===== src/rtl/sccb_arb.sv =====
`default_nettype none
`timescale 1ns/1ps
// ============================================================================
//  Module   : sccb_arb
//  Purpose  : Two-requester arbiter in front of a single SCCB/I2C master.
//             Requester 0 (config sequencer) is always eligible. Requester 1
//             (runtime host) is eligible only once cfg_done is high. Ties are
//             broken round-robin. Each transaction has a wait-for-completion
//             timeout, and the block keeps completion and timeout counters.
//  Ports    : sys_clk, sys_rst (async, active-high)
//             cfg_done             - configuration phase complete (level)
//             req/rd/addr/wdata x2 - requester command inputs
//             done/err/rdata x2    - per-requester completion, timeout, read data
//             i2c_start, wr_en, rd_en, byte_addr, wr_data - master command side
//             i2c_end, rd_data     - master completion and read data
//             busy, txn_cnt, err_cnt - status
//  Revision : 1.0 - initial release
// ============================================================================
module sccb_arb #(
    parameter int unsigned TIMEOUT_CYC = 20'd1_000_000,
    parameter int unsigned ADDR_W      = 16
) (
    input  logic              sys_clk,
    input  logic              sys_rst,
    input  logic              cfg_done,
    input  logic              req0,
    input  logic              req1,
    input  logic              rd0,
    input  logic              rd1,
    input  logic [ADDR_W-1:0] addr0,
    input  logic [ADDR_W-1:0] addr1,
    input  logic [7:0]        wdata0,
    input  logic [7:0]        wdata1,
    output logic              done0,
    output logic              done1,
    output logic              err0,
    output logic              err1,
    output logic [7:0]        rdata0,
    output logic [7:0]        rdata1,
    output logic              i2c_start,
    output logic              wr_en,
    output logic              rd_en,
    output logic [ADDR_W-1:0] byte_addr,
    output logic [7:0]        wr_data,
    input  logic              i2c_end,
    input  logic [7:0]        rd_data,
    output logic              busy,
    output logic [15:0]       txn_cnt,
    output logic [7:0]        err_cnt
);

    // Timer counts 0 .. TIMEOUT_CYC-1 while waiting for i2c_end.
    localparam int unsigned c_TMR_W = (TIMEOUT_CYC > 2) ? $clog2(TIMEOUT_CYC) : 1;
    localparam logic [c_TMR_W-1:0] c_TMR_LAST = c_TMR_W'(TIMEOUT_CYC - 1);

    typedef enum logic [1:0] {
        ST_IDLE  = 2'd0,
        ST_START = 2'd1,
        ST_WAIT  = 2'd2,
        ST_DONE  = 2'd3
    } state_t;

    state_t              r_state;
    state_t              w_state_nxt;

    logic                r_owner;
    logic                r_rd;
    logic [ADDR_W-1:0]   r_addr;
    logic [7:0]          r_wdata;
    logic                r_last_gnt;
    logic [c_TMR_W-1:0]  r_timer;
    logic                r_abort;
    logic                r_start;
    logic [7:0]          r_rdata0;
    logic [7:0]          r_rdata1;
    logic [15:0]         r_txn_cnt;
    logic [7:0]          r_err_cnt;

    logic                w_elig1;
    logic                w_grant_vld;
    logic                w_grant_sel;
    logic                w_timeout;

    // Requester 1 is silently held off until configuration has finished.
    assign w_elig1     = req1 & cfg_done;
    assign w_grant_vld = req0 | w_elig1;
    // On a tie the requester that did not win last time is granted;
    // otherwise whichever single requester is eligible.
    assign w_grant_sel = (req0 & w_elig1) ? ~r_last_gnt : w_elig1;
    assign w_timeout   = (r_timer == c_TMR_LAST);

    // ------------------------------------------------------------------
    // State register
    // ------------------------------------------------------------------
    always_ff @(posedge sys_clk or posedge sys_rst) begin
        if (sys_rst) begin
            r_state <= ST_IDLE;
        end else begin
            r_state <= w_state_nxt;
        end
    end

    // ------------------------------------------------------------------
    // Next-state and decoded outputs
    // ------------------------------------------------------------------
    always_comb begin
        w_state_nxt = r_state;
        busy        = 1'b1;
        done0       = 1'b0;
        done1       = 1'b0;
        err0        = 1'b0;
        err1        = 1'b0;
        case (r_state)
            ST_IDLE: begin
                busy = 1'b0;
                if (w_grant_vld) begin
                    w_state_nxt = ST_START;
                end
            end
            ST_START: begin
                w_state_nxt = ST_WAIT;
            end
            ST_WAIT: begin
                // i2c_end takes priority over a coincident timeout.
                if (i2c_end || w_timeout) begin
                    w_state_nxt = ST_DONE;
                end
            end
            ST_DONE: begin
                done0       = ~r_owner;
                done1       = r_owner;
                err0        = ~r_owner & r_abort;
                err1        = r_owner & r_abort;
                w_state_nxt = ST_IDLE;
            end
            default: begin
                w_state_nxt = ST_IDLE;
            end
        endcase
    end

    // ------------------------------------------------------------------
    // Datapath: latched command, timer, read data, counters
    // ------------------------------------------------------------------
    always_ff @(posedge sys_clk or posedge sys_rst) begin
        if (sys_rst) begin
            r_owner    <= 1'b0;
            r_rd       <= 1'b0;
            r_addr     <= '0;
            r_wdata    <= '0;
            r_last_gnt <= 1'b1;
            r_timer    <= '0;
            r_abort    <= 1'b0;
            r_start    <= 1'b0;
            r_rdata0   <= '0;
            r_rdata1   <= '0;
            r_txn_cnt  <= '0;
            r_err_cnt  <= '0;
        end else begin
            // The start pulse is registered out of START so it appears two
            // edges after the request is first seen in IDLE.
            r_start <= (r_state == ST_START);
            case (r_state)
                ST_IDLE: begin
                    if (w_grant_vld) begin
                        r_owner <= w_grant_sel;
                        r_rd    <= w_grant_sel ? rd1 : rd0;
                        r_addr  <= w_grant_sel ? addr1 : addr0;
                        r_wdata <= w_grant_sel ? wdata1 : wdata0;
                        r_abort <= 1'b0;
                    end
                end
                ST_START: begin
                    r_timer <= '0;
                end
                ST_WAIT: begin
                    if (i2c_end) begin
                        if (r_rd) begin
                            if (r_owner) begin
                                r_rdata1 <= rd_data;
                            end else begin
                                r_rdata0 <= rd_data;
                            end
                        end
                    end else if (w_timeout) begin
                        r_abort <= 1'b1;
                    end else begin
                        r_timer <= r_timer + c_TMR_W'(1);
                    end
                end
                ST_DONE: begin
                    r_last_gnt <= r_owner;
                    r_txn_cnt  <= r_txn_cnt + 16'd1;
                    if (r_abort && (r_err_cnt != 8'hFF)) begin
                        r_err_cnt <= r_err_cnt + 8'd1;
                    end
                end
                default: begin
                end
            endcase
        end
    end

    // Direction follows the latched command; both are low when idle.
    assign wr_en     = busy & ~r_rd;
    assign rd_en     = busy & r_rd;
    assign i2c_start = r_start;
    assign byte_addr = r_addr;
    assign wr_data   = r_wdata;
    assign rdata0    = r_rdata0;
    assign rdata1    = r_rdata1;
    assign txn_cnt   = r_txn_cnt;
    assign err_cnt   = r_err_cnt;

endmodule
`default_nettype wire


===== config.mk =====
export PLATFORM = sky130hd
export DESIGN_NAME = sccb_arb
export DESIGN_NICKNAME = d
export VERILOG_FILES = /design/src/rtl/sccb_arb.sv
export SDC_FILE = /design/constraint.sdc
export NUM_CORES = 1
export LEC_CHECK = 0
export ABC_AREA = 0
export CORE_MARGIN = 2
export CORE_UTILIZATION = 48
export CTS_BUF_LIST = sky130_fd_sc_hd__clkbuf_8
export DETAILED_ROUTE_END_ITERATION = 10
export PLACE_DENSITY = 0.82
export REMOVE_ABC_BUFFERS = 1
export SLEW_MARGIN = 40
export SYNTH_ARGS = -nofsm -noshare
export SYNTH_HDL_FRONTEND = slang
export SYNTH_SLANG_ARGS = --single-unit

===== constraint.sdc =====
create_clock -name sys_clk -period 3.1 [get_ports sys_clk]
set_input_delay 0.31 -clock sys_clk [delete_from_list [all_inputs] [get_ports sys_clk]]
set_output_delay 0.31 -clock sys_clk [all_outputs]
set_load 0.01 [all_outputs]

### Word-level counts from Yosys, hierarchy flattened

Index checks and enable logic that the tools add are counted.
Widths: inputs -> output; s select.

* memories kept: 0
* bits in registers: 91
* bits in writable memories: 0
* bits in read-only memories: 0
* bits in latches: 0

* div/mod/pow operators: 0
* eq/ne operators: 10
* shift operators: 0
* reduce and logical (&&, ||, !) cells: 12
* order comparisons: 0
* multiplexer cells: 19
* add/sub/neg operators: 3
* bitwise operators: 10
* $mul: 0

Operators by type and width (count)
* $mux 20: 2
* $pmux 20 s2: 1
* $add 20x1->20 const B: 1
* $eq 20x20->1 const B: 1
* $add 16x1->16 const B: 1
* $mux 16: 1
* $reduce_and 4->1: 3
* $mux 1: 10
* $ne 2x2->1 const B: 5
* $add 8x1->8 const B: 1
* $mux 8: 1
* $ne 8x8->1 const B: 1
* $pmux 2 s4: 1
* $and 1x1->1: 6
* $reduce_and 2->1: 3
* $eq 2x2->1 const B: 2
* $mux 2: 2
* $reduce_bool 2->1: 2
* $not 1->1: 3
* $reduce_and 3->1: 1
* $eq 2x1->1 const B: 1
* $logic_not 2->1: 1
* $pmux 1 s2: 1
* $logic_and 1x1->1: 1
* other kinds (2): 2

### Depth between registers and ports, before layout

Gate-level depths: netlist of run 1.

* word-level depth: 4
* depth in mapped cells: 7

### Worst setup path after synthesis of run 1

No wires, ideal clock.

* path kind: reg-to-reg
* from: register r_timer[0]
* to: register r_timer[18]
* data required time: 2.974 ns
* arrival: 1.867 ns
* stages on the path, launching flop included: 8
* setup slack: 1.106 ns
* setup time: 0.126 ns
* cell sequence: dfrtp_1 ha_1 inv_1 or3_1 buf_6 or4_4 a22oi_2 mux2i_1

* cells in the longest elaborated chain, start to end: 4

RTL lines
* start: declaration: line 71 `logic [c_TMR_W-1:0] r_timer;`
* start signal: assignment: line 188 `r_timer <= r_timer + c_TMR_W'(1);`
* $add 20x1->20: line 188
* $mux 20: line 185 `end else if (w_timeout) begin`
* $mux 20: line 177 `if (i2c_end) begin`
* $pmux 20 s2: line 163 `case (r_state)`

Several ways; a longest one is shown, not always the timed one. The select of a mux whose other input is x is not followed.
A chain may end at the register's enable or synchronous reset.

### Final worst setup path of run 1

* from: register r_state[0]
* to: register r_timer[15]

* cells in the longest elaborated chain, start to end: 3

RTL lines
* start: declaration: line 63 `state_t r_state;`
* start signal: assignment: line 99 `r_state <= w_state_nxt;`
* $eq 2x2->1 or $eq 2x1->1 (tied branches): line 163
* $ne 2x2->1 (no source line) or $reduce_bool 2->1 (tied branches)
* $reduce_and 3->1 (no source line)

Several ways; a longest one is shown, not always the timed one.

==> results_dict.tcl, run 1 <==
set metrics [dict create \
    status "finished, final reports clean" \
    synthFlopType "dfrtp_1" \
    ir_worst_vdd_v 0.000410 \
    hold_buffers 0 \
    drive_gt1_share_pct 9.68 \
    track_usage_pct 21.6 \
    r2r-start "r_state[0]" \
    place.gp.congestion 0.899 \
    power_frac_comb_pct 39.3 \
    multi_input_area_mm2 0.00190 \
    core-area_mm2 0.00868 \
    fin_worst_skew_ns 0.0133 \
    max_freq_ghz 0.398 \
    synth.avg_cell_area_um2 11.0 \
    async_flop_share_pct 100 \
    htree_levels 3 \
    tns_ns 0 \
    io_buffers 135 \
    clock_sinks 91 \
    synth_cells 390 \
    swShare_pct 33.3 \
    synth-edff-count 0 \
    ys_seq_area_share_pct 53.1 \
    grt_pass1_wl_um 17100 \
    drt_first_pass_iters 5 \
    avgRoutedWirePerCell_um 15.9 \
    worstPathCellList "inv_1, ha_1, and4b_1, and4_1, nand3_1, and3_1, a211o_1" \
    intPower_mw 2.94 \
    cp-end-kind "flip-flop" \
    period_share_pct 81.1 \
    cts_tree "built" \
    worstSetupPathType "reg2reg" \
    tightest_slew_ns 0.681 \
    seqPwrFrac_pct 40.4 \
    numCtsBuffers 9 \
    slowest_stage "ha_1" \
    path_clk_slew_ns 0.10 \
    netlist_top_cells_area "dfrtp_1 (52%), mux2i_1 (7.2%), mux2_2 (5.2%), nand2_1 (4.1%), xnor2_1 (3.5%)" \
    maxCapViolations 0 \
    synth.top_cell.area_share_pct 52.5 \
    min_path_type "in2async" \
    slew_headroom_pct 54.6 \
    synthesis.area_mm2 0.00429 \
    cp_data_arrival_time_ns 2.76 \
    synth_cell_types 49 \
    n_antenna_cell 0 \
    ff2ff_path_depth 7 \
    r2r_slack_ns 0.59 \
    ios 136 \
    start_util_pct 49.4 \
    viasPerCell 5.46 \
    dp_hpwl_um 7320 \
    ys_warn_count 0 \
    worstSetupStartpointType "flip-flop" \
    power.density_mw_per_mm2 740 \
    crit_fanout 22 \
    final_nets 594 \
    hold-worst-slack_ns 0.358 \
    hold_viol 0 \
    die_h_um 98.5 \
    regArea_mm2 0.00228 \
    drv_slew 0 \
    clk_path_buf_depth 2 \
    power.leakage_nw 2.70 \
    switching_power_mw 1.47 \
    clock_latency_ns 0.36 \
    routed_wirelength_um 10100 \
    post-route-drc-count 0 \
    dieArea_mm2 0.00971 \
    path_delay_family "simple AND/OR/NAND/NOR gates" \
    grt_overflow 0 \
    synth-seq-cells 91 \
    nFillCells 648 \
    required_ns 3.34 \
    grt_max_degree 52 \
    rsz0062_at_grt "false" \
    rows 34 \
    grt_pass1_vias 3559 \
    antenna_found_initial 0 \
    setup_viol 0 \
    post_cts_buffers 0 \
    ctsResizeCount 0 \
    path_buf_inv 1 \
    vias 3469 \
    pwr-share-clk_pct 20.4 \
    yosysTopAreaCell "dfrtp_1" \
    regToRegEndpoint "r_timer[15]" \
    min_period_ns 2.51 \
    antenna_left 0 \
    cp-startpoint "r_state[0]" \
    ctsRootBufferMaster "clkbuf_8" \
    chipWidth_um 98.5 \
    slowest_delay_ns 0.62 \
    area_growth_pct 39.2 \
    drt_iter0_drc 138 \
]
[per-layer routing]
layer	up-vias	wire length (um)	global-route usage [%]	part of all wire [%]
met1	1666	4120	26.0	41
met3	16	788	7.38	7.8
met2	135	5000	36.7	49
li1	1652	-	-	-
met4	0	191	7.06	1.9
met5	-	0	0	0
[area by class of cell]
cell class	count	share of cell area, %
Clock buffer	10	2.31
Timing Repair Buffer	139	23.3
Clock inverter	6	1.49
Multi-Input combinational cell	273	31.9
Sequential cell	91	38.2
Inverter	8	0.545
Tap cell	108	2.26
[through the flow]
stage	total power [mW]	util (%)	setup WS (ns)	area [um^2]	cells
2_1_floorplan	2.58	-	0.428	4210	372
3_3_place_gp	3.47	66.1	0.721	5740	619
3_5_place_dp	3.54	66.1	0.606	5740	619
4_1_cts	4.46	68.7	0.582	5960	635
5_1_grt	4.71	68.8	0.376	5970	635
6_report	4.42	68.8	0.586	5970	635
[placed cells by master, fill, tap and decap left out, drive strengths merged, types with 3 or more instances in the layout]
cell type and n:
xnor2 17, dfrtp 90, nand4 12, a211o 3
o211ai 3, buf 4, xor2 6, ha 8
nor2b 3, a22oi 3, o21ai 30, nand2b 4
clkbuf 10, nor4b 3, or3 3, clkdlybuf4s50 135
a21oi 6, o31ai 3, mux2i 31, nand2 47
mux2 20, nor3 3, and3 9, and2 3
and4 3, inv 10, nand3 21, a31oi 4
nor2 12
[Yosys cell counts (8+ instances only)]
cell and instances:
dfrtp_1 90, nand2_1 47, mux2i_1 31, o21ai_0 29, nand3_1 21, mux2_2 20
xnor2_1 17, clkbuf_1 12, nor2_1 12, nand4_1 11, and3_1 9, ha_1 8
inv_1 8
[how the worst max path moves through the flow]
stage / slack, ns / cells past startpoint / to
after floorplan: 0.43 / 1 / byte_addr[0]
after global placement: 0.72 / 6 / r_timer[3]
after detailed placement: 0.61 / 6 / r_timer[3]
after CTS: 0.58 / 6 / r_timer[3]
after global routing: 0.38 / 7 / r_timer[15]
final: 0.59 / 7 / r_timer[15]
[logic make-up (layout without fill, tap and decap cells)]
family	after synthesis	in the layout	share of synthesized area, %
simple gates	131	131	15.9
flops	91	91	53.1
compound gates	60	60	8.81
mux	51	51	12.5
buf+inv	26	163	2.68
xor+xnor	23	23	4.70
fa+ha+maj	8	8	2.33
[power by group through the flow]
stage | Combinational, mW | Sequential (mW) | Clock, mW
floorplan | 0.689 | 1.89 | 0
global placement | 1.70 | 1.77 | 0
detailed placement | 1.75 | 1.80 | 0
CTS | 1.76 | 1.78 | 0.917
global route | 1.92 | 1.83 | 0.964
finish | 1.74 | 1.78 | 0.899
[flip-flops by register name (all words and copies together) (netlist names), 2 cells and up]
name       cells
rdata1         8
byte_addr     16
txn_cnt       16
rdata0         8
wr_data        8
err_cnt        8
r_state        2
r_timer       20
Power figures use the tool's default switching activity.
==> run 2: changes to the inputs <==
==> constraint.sdc (replaced) <==
create_clock -name sys_clk -period 2.4 [get_ports sys_clk]
set_input_delay 0.24 -clock sys_clk [delete_from_list [all_inputs] [get_ports sys_clk]]
set_output_delay 0.24 -clock sys_clk [all_outputs]
set_load 0.01 [all_outputs]
==> results_dict.tcl, run 2 (synthesis results as in run 1) <==
set metrics [dict create \
    ir_worst_vdd_v 0.000544 \
    fin_cells 644 \
    multi_input_area_mm2 0.00190 \
    power.density_mw_per_mm2 918 \
    ctsRootBufferMaster "clkbuf_8" \
    vias 3484 \
    start_util_pct 49.4 \
    die_h_um 98.5 \
    clk_path_buf_depth 2 \
    grt_max_degree 52 \
    drv_slew 0 \
    worstSetupStartpointType "flip-flop" \
    slowest_delay_ns 0.54 \
    maxCapViolations 0 \
    viasPerCell 5.41 \
    path_buf_inv 1 \
    n_antenna_cell 0 \
    slew_headroom_pct 65.4 \
    nFillCells 670 \
    cp-end-kind "output port" \
    final_nets 603 \
    rsz0062_at_grt "false" \
    period_share_pct 92.6 \
    worstSetupPathType "reg2out" \
    post-route-drc-count 0 \
    place.gp.congestion 0.932 \
    antenna_found_initial 0 \
    max_freq_ghz 0.450 \
    drt_iter0_drc 148 \
    dp_slack_ns 0.200 \
    dieArea_mm2 0.00971 \
    dp_hpwl_um 7600 \
    dp.cells 628 \
    grt_pass1_wl_um 17000 \
    area_growth_pct 39.7 \
    required_ns 2.16 \
    worst_slack_ns 0.177 \
    status "finished, final reports clean" \
    post_cts_buffers 0 \
    r2r_slack_ns 0.29 \
    io_buffers 135 \
    worstPathCellList "ha_1, nand2_1, nor2_1, clkdlybuf4s50_1" \
    regArea_mm2 0.00228 \
    antenna_left 0 \
    largest_reg_flops 20 \
    clock_sinks 91 \
    routed_wirelength_um 10100 \
    cts_tree "built" \
    power.leakage_nw 2.72 \
    path_delay_family "buffers and inverters" \
    avgRoutedWirePerCell_um 15.7 \
    rows 34 \
    chipWidth_um 98.5 \
    track_usage_pct 21.6 \
    final_cell_mix "clkdlybuf4s50_1 (135), dfrtp_1 (90), nand2_1 (47)" \
    slowest_stage "clkdlybuf4s50_1" \
    tightest_slew_ns 0.516 \
    grt_overflow 0 \
    ctsResizeCount 0 \
    hold-worst-slack_ns 0.205 \
    fin_worst_skew_ns 0.0133 \
    clock_latency_ns 0.35 \
    drt_first_pass_iters 4 \
    grt_pass1_vias 3595 \
    regMostFlops "r_timer" \
    min_path_type "in2async" \
    cp_data_arrival_time_ns 1.98 \
    utilization_pct 69.0 \
    drive_gt1_share_pct 11.0 \
    setup_viol 0 \
    htree_levels 3 \
    core-area_mm2 0.00868 \
    path_clk_slew_ns 0.10 \
    hold_viol 0 \
    hold_buffers 0 \
    ios 136 \
    layout_commonest_cell "clkdlybuf4s50_1" \
    crit_fanout 11 \
    numCtsBuffers 9 \
    min_period_ns 2.22 \
]
## run 2: cell count changes in the layout (fill, tap and decap cells not counted)
cell and change:
buf_12 +1, clkbuf_8 -1, bufinv_16 -2, clkinv_2 +2
inv_1 +1, buf_4 +8, inv_4 -1, clkinvlp_4 +1
## run 2: per-layer routing
layer / vias to the layer above / global-route usage (%) / wire (um)
met3: 13 / 6.60 / 806
met2: 120 / 36.8 / 4970
li1: 1670 / - / -
met5: - / 0 / 0
met4: 0 / 6.22 / 146
met1: 1681 / 26.7 / 4180
## run 2: area by class of cell
cell class / count / share of cell area [%]
clock buffer: 9 / 2.07
inverter: 8 / 0.522
tap: 108 / 2.26
multi-input combinational: 273 / 31.8
clock inverter: 7 / 0.752
timing repair buffer: 148 / 24.6
sequential: 91 / 38.0
## run 2: worst paths after layout
path,to,startpoint,cells past startpoint
max,err0,r_state[1],4
min,err_cnt[7],sys_rst,2
max reg2reg,r_timer[18],r_timer[0],6
min reg2reg,txn_cnt[15],txn_cnt[15],1
max in group asynchronous,r_last_gnt,sys_rst,3
min in group sys_clk,txn_cnt[15],txn_cnt[15],1
## run 2: metrics by stage
stage	setup TNS, ns	total power [mW]	instance area, um^2
final	0	5.50	5990
after global routing	0	5.86	5990
after CTS	0	5.55	5980
after detailed placement	0	4.62	5820
after global placement	0	4.54	5820
after floorplan	-18.18	3.33	4210
## run 2: power by group
part           leakage (nW)  switching [mW]  internal, mW
Combinational          1.44            1.04          1.25
Sequential             1.19           0.317          1.97
Clock                0.0882           0.546         0.373
Total                  2.72            1.90          3.60
==> run 3: changes to the inputs <==
--- a/config.mk
+++ b/config.mk
@@ -10,6 +10,7 @@
 export CORE_UTILIZATION = 48
 export CTS_BUF_LIST = sky130_fd_sc_hd__clkbuf_8
 export DETAILED_ROUTE_END_ITERATION = 10
+export MAX_ROUTING_LAYER = met4
 export PLACE_DENSITY = 0.82
 export REMOVE_ABC_BUFFERS = 1
 export SLEW_MARGIN = 40
==> results_dict.tcl, run 3 (synthesis results as in run 1) <==
set metrics [dict create \
    status "finished, final reports clean" \
    avgRoutedWirePerCell_um 16.1 \
    place.gp.congestion 0.952 \
    dieArea_mm2 0.00971 \
    maxCapViolations 0 \
    min_path_type "in2async" \
    drive_gt1_share_pct 11.4 \
    grt_pass1_wl_um 17300 \
    max_freq_ghz 0.449 \
    antenna_left 0 \
    drv_slew 0 \
    hold-worst-slack_ns 0.189 \
    ctsRootBufferMaster "clkbuf_8" \
    ir_worst_vdd_v 0.000605 \
    numCtsBuffers 9 \
    post-route-drc-count 0 \
    drt_first_pass_iters 4 \
    fin_worst_skew_ns 0.0153 \
    grt_pass1_vias 3618 \
    power.leakage_nw 2.73 \
    antenna_found_initial 0 \
    r2r_slack_ns 0.28 \
    die_h_um 98.5 \
    hold_viol 0 \
    nFillCells 677 \
    cp_data_arrival_time_ns 1.99 \
    dp_hpwl_um 7850 \
    routed_wirelength_um 10400 \
    htree_levels 3 \
    busiest_layer "met2" \
    required_ns 2.16 \
    cts_tree "built" \
    rsz0062_at_grt "false" \
    track_usage_pct 22.7 \
    cp-end-kind "output port" \
    path_clk_slew_ns 0.10 \
    ios 136 \
    clock_latency_ns 0.36 \
    io_buffers 135 \
    rows 34 \
    chipWidth_um 98.5 \
    final_nets 603 \
    grt_use_met2_pct 38.3 \
    clk_path_buf_depth 2 \
    slew_headroom_pct 66.2 \
    tightest_slew_ns 0.505 \
    drt_iter0_drc 121 \
    final_cell_mix "clkdlybuf4s50_1 (135), dfrtp_1 (90), nand2_1 (47)" \
    crit_fanout 11 \
    vias 3526 \
    area_growth_pct 40.2 \
    min_period_ns 2.23 \
    power.density_mw_per_mm2 934 \
    grt_use_met3_pct 4.82 \
    largest_reg_flops 20 \
    start_util_pct 49.4 \
    n_antenna_cell 0 \
    clock_sinks 91 \
    viasPerCell 5.48 \
    layout_commonest_cell "clkdlybuf4s50_1" \
    regMostFlops "r_timer" \
    grt_max_degree 52 \
    core-area_mm2 0.00868 \
    setup_viol 0 \
    grt_overflow 0 \
    power_mw 5.62 \
    worstSetupPathType "reg2out" \
    worstSetupStartpointType "flip-flop" \
    met1_usage_pct 28.1 \
    period_share_pct 92.8 \
]
## run 3: worst paths after layout
check,to,depth (start not counted),start
worst max register to register,r_timer[18],6,r_timer[1]
max in group asynchronous,r_last_gnt,3,sys_rst
worst min register to register,r_timer[18],1,r_timer[18]
min in group sys_clk,r_timer[18],1,r_timer[18]
worst min-delay path,err_cnt[7],2,sys_rst
worst max-delay path,err0,4,r_state[1]
## run 3: area by class of cell
type	count	area (um^2)	share of cell area [%]
Sequential cell	91	2280	37.9
Tap cell	108	135	2.25
Clock inverter	5	42.5	0.707
Inverter	8	31.3	0.520
Timing Repair Buffer	148	1470	24.5
Clock buffer	11	151	2.52
Multi-Input combinational cell	273	1900	31.6
## run 3: per-layer routing
layer / up-vias / wire length [um]
met5: - / 0
met4: 0 / 123
met3: 12 / 529
met2: 115 / 5230
met1: 1724 / 4460
li1: 1675 / -
## run 3: worst max-delay path, cell delays in order, from the launching register on
cell and delay, ns:
dfrtp_1 0.40, ha_1 0.44, nand2_1 0.14, nor2_1 0.11
clkdlybuf4s50_1 0.54
## run 3: where the power goes
group          total (mW)  internal, mW  switching, mW
registers            2.30          1.97          0.328
clock network        1.01         0.445          0.569
logic                2.30          1.25           1.05
## run 3: per-stage QoR
step	util [%]	worst slack (ns)	setup TNS (ns)	instances	instance area, um^2
2_1_floorplan	-	-0.202	-18.18	372	4210
3_3_place_gp	67.0	0.311	0	628	5820
3_5_place_dp	67.0	0.197	0	628	5820
4_1_cts	69.2	0.151	0	644	6010
5_1_grt	69.3	0.0509	0	644	6020
6_report	69.3	0.174	0	644	6020
## run 3: repair_timing
item / in CTS / in global routing
buffers inserted: 0 / 0
resized for setup: 0 / 1
hold buffers: 0 / 0
endpoints found under the setup margin: 0 / 1
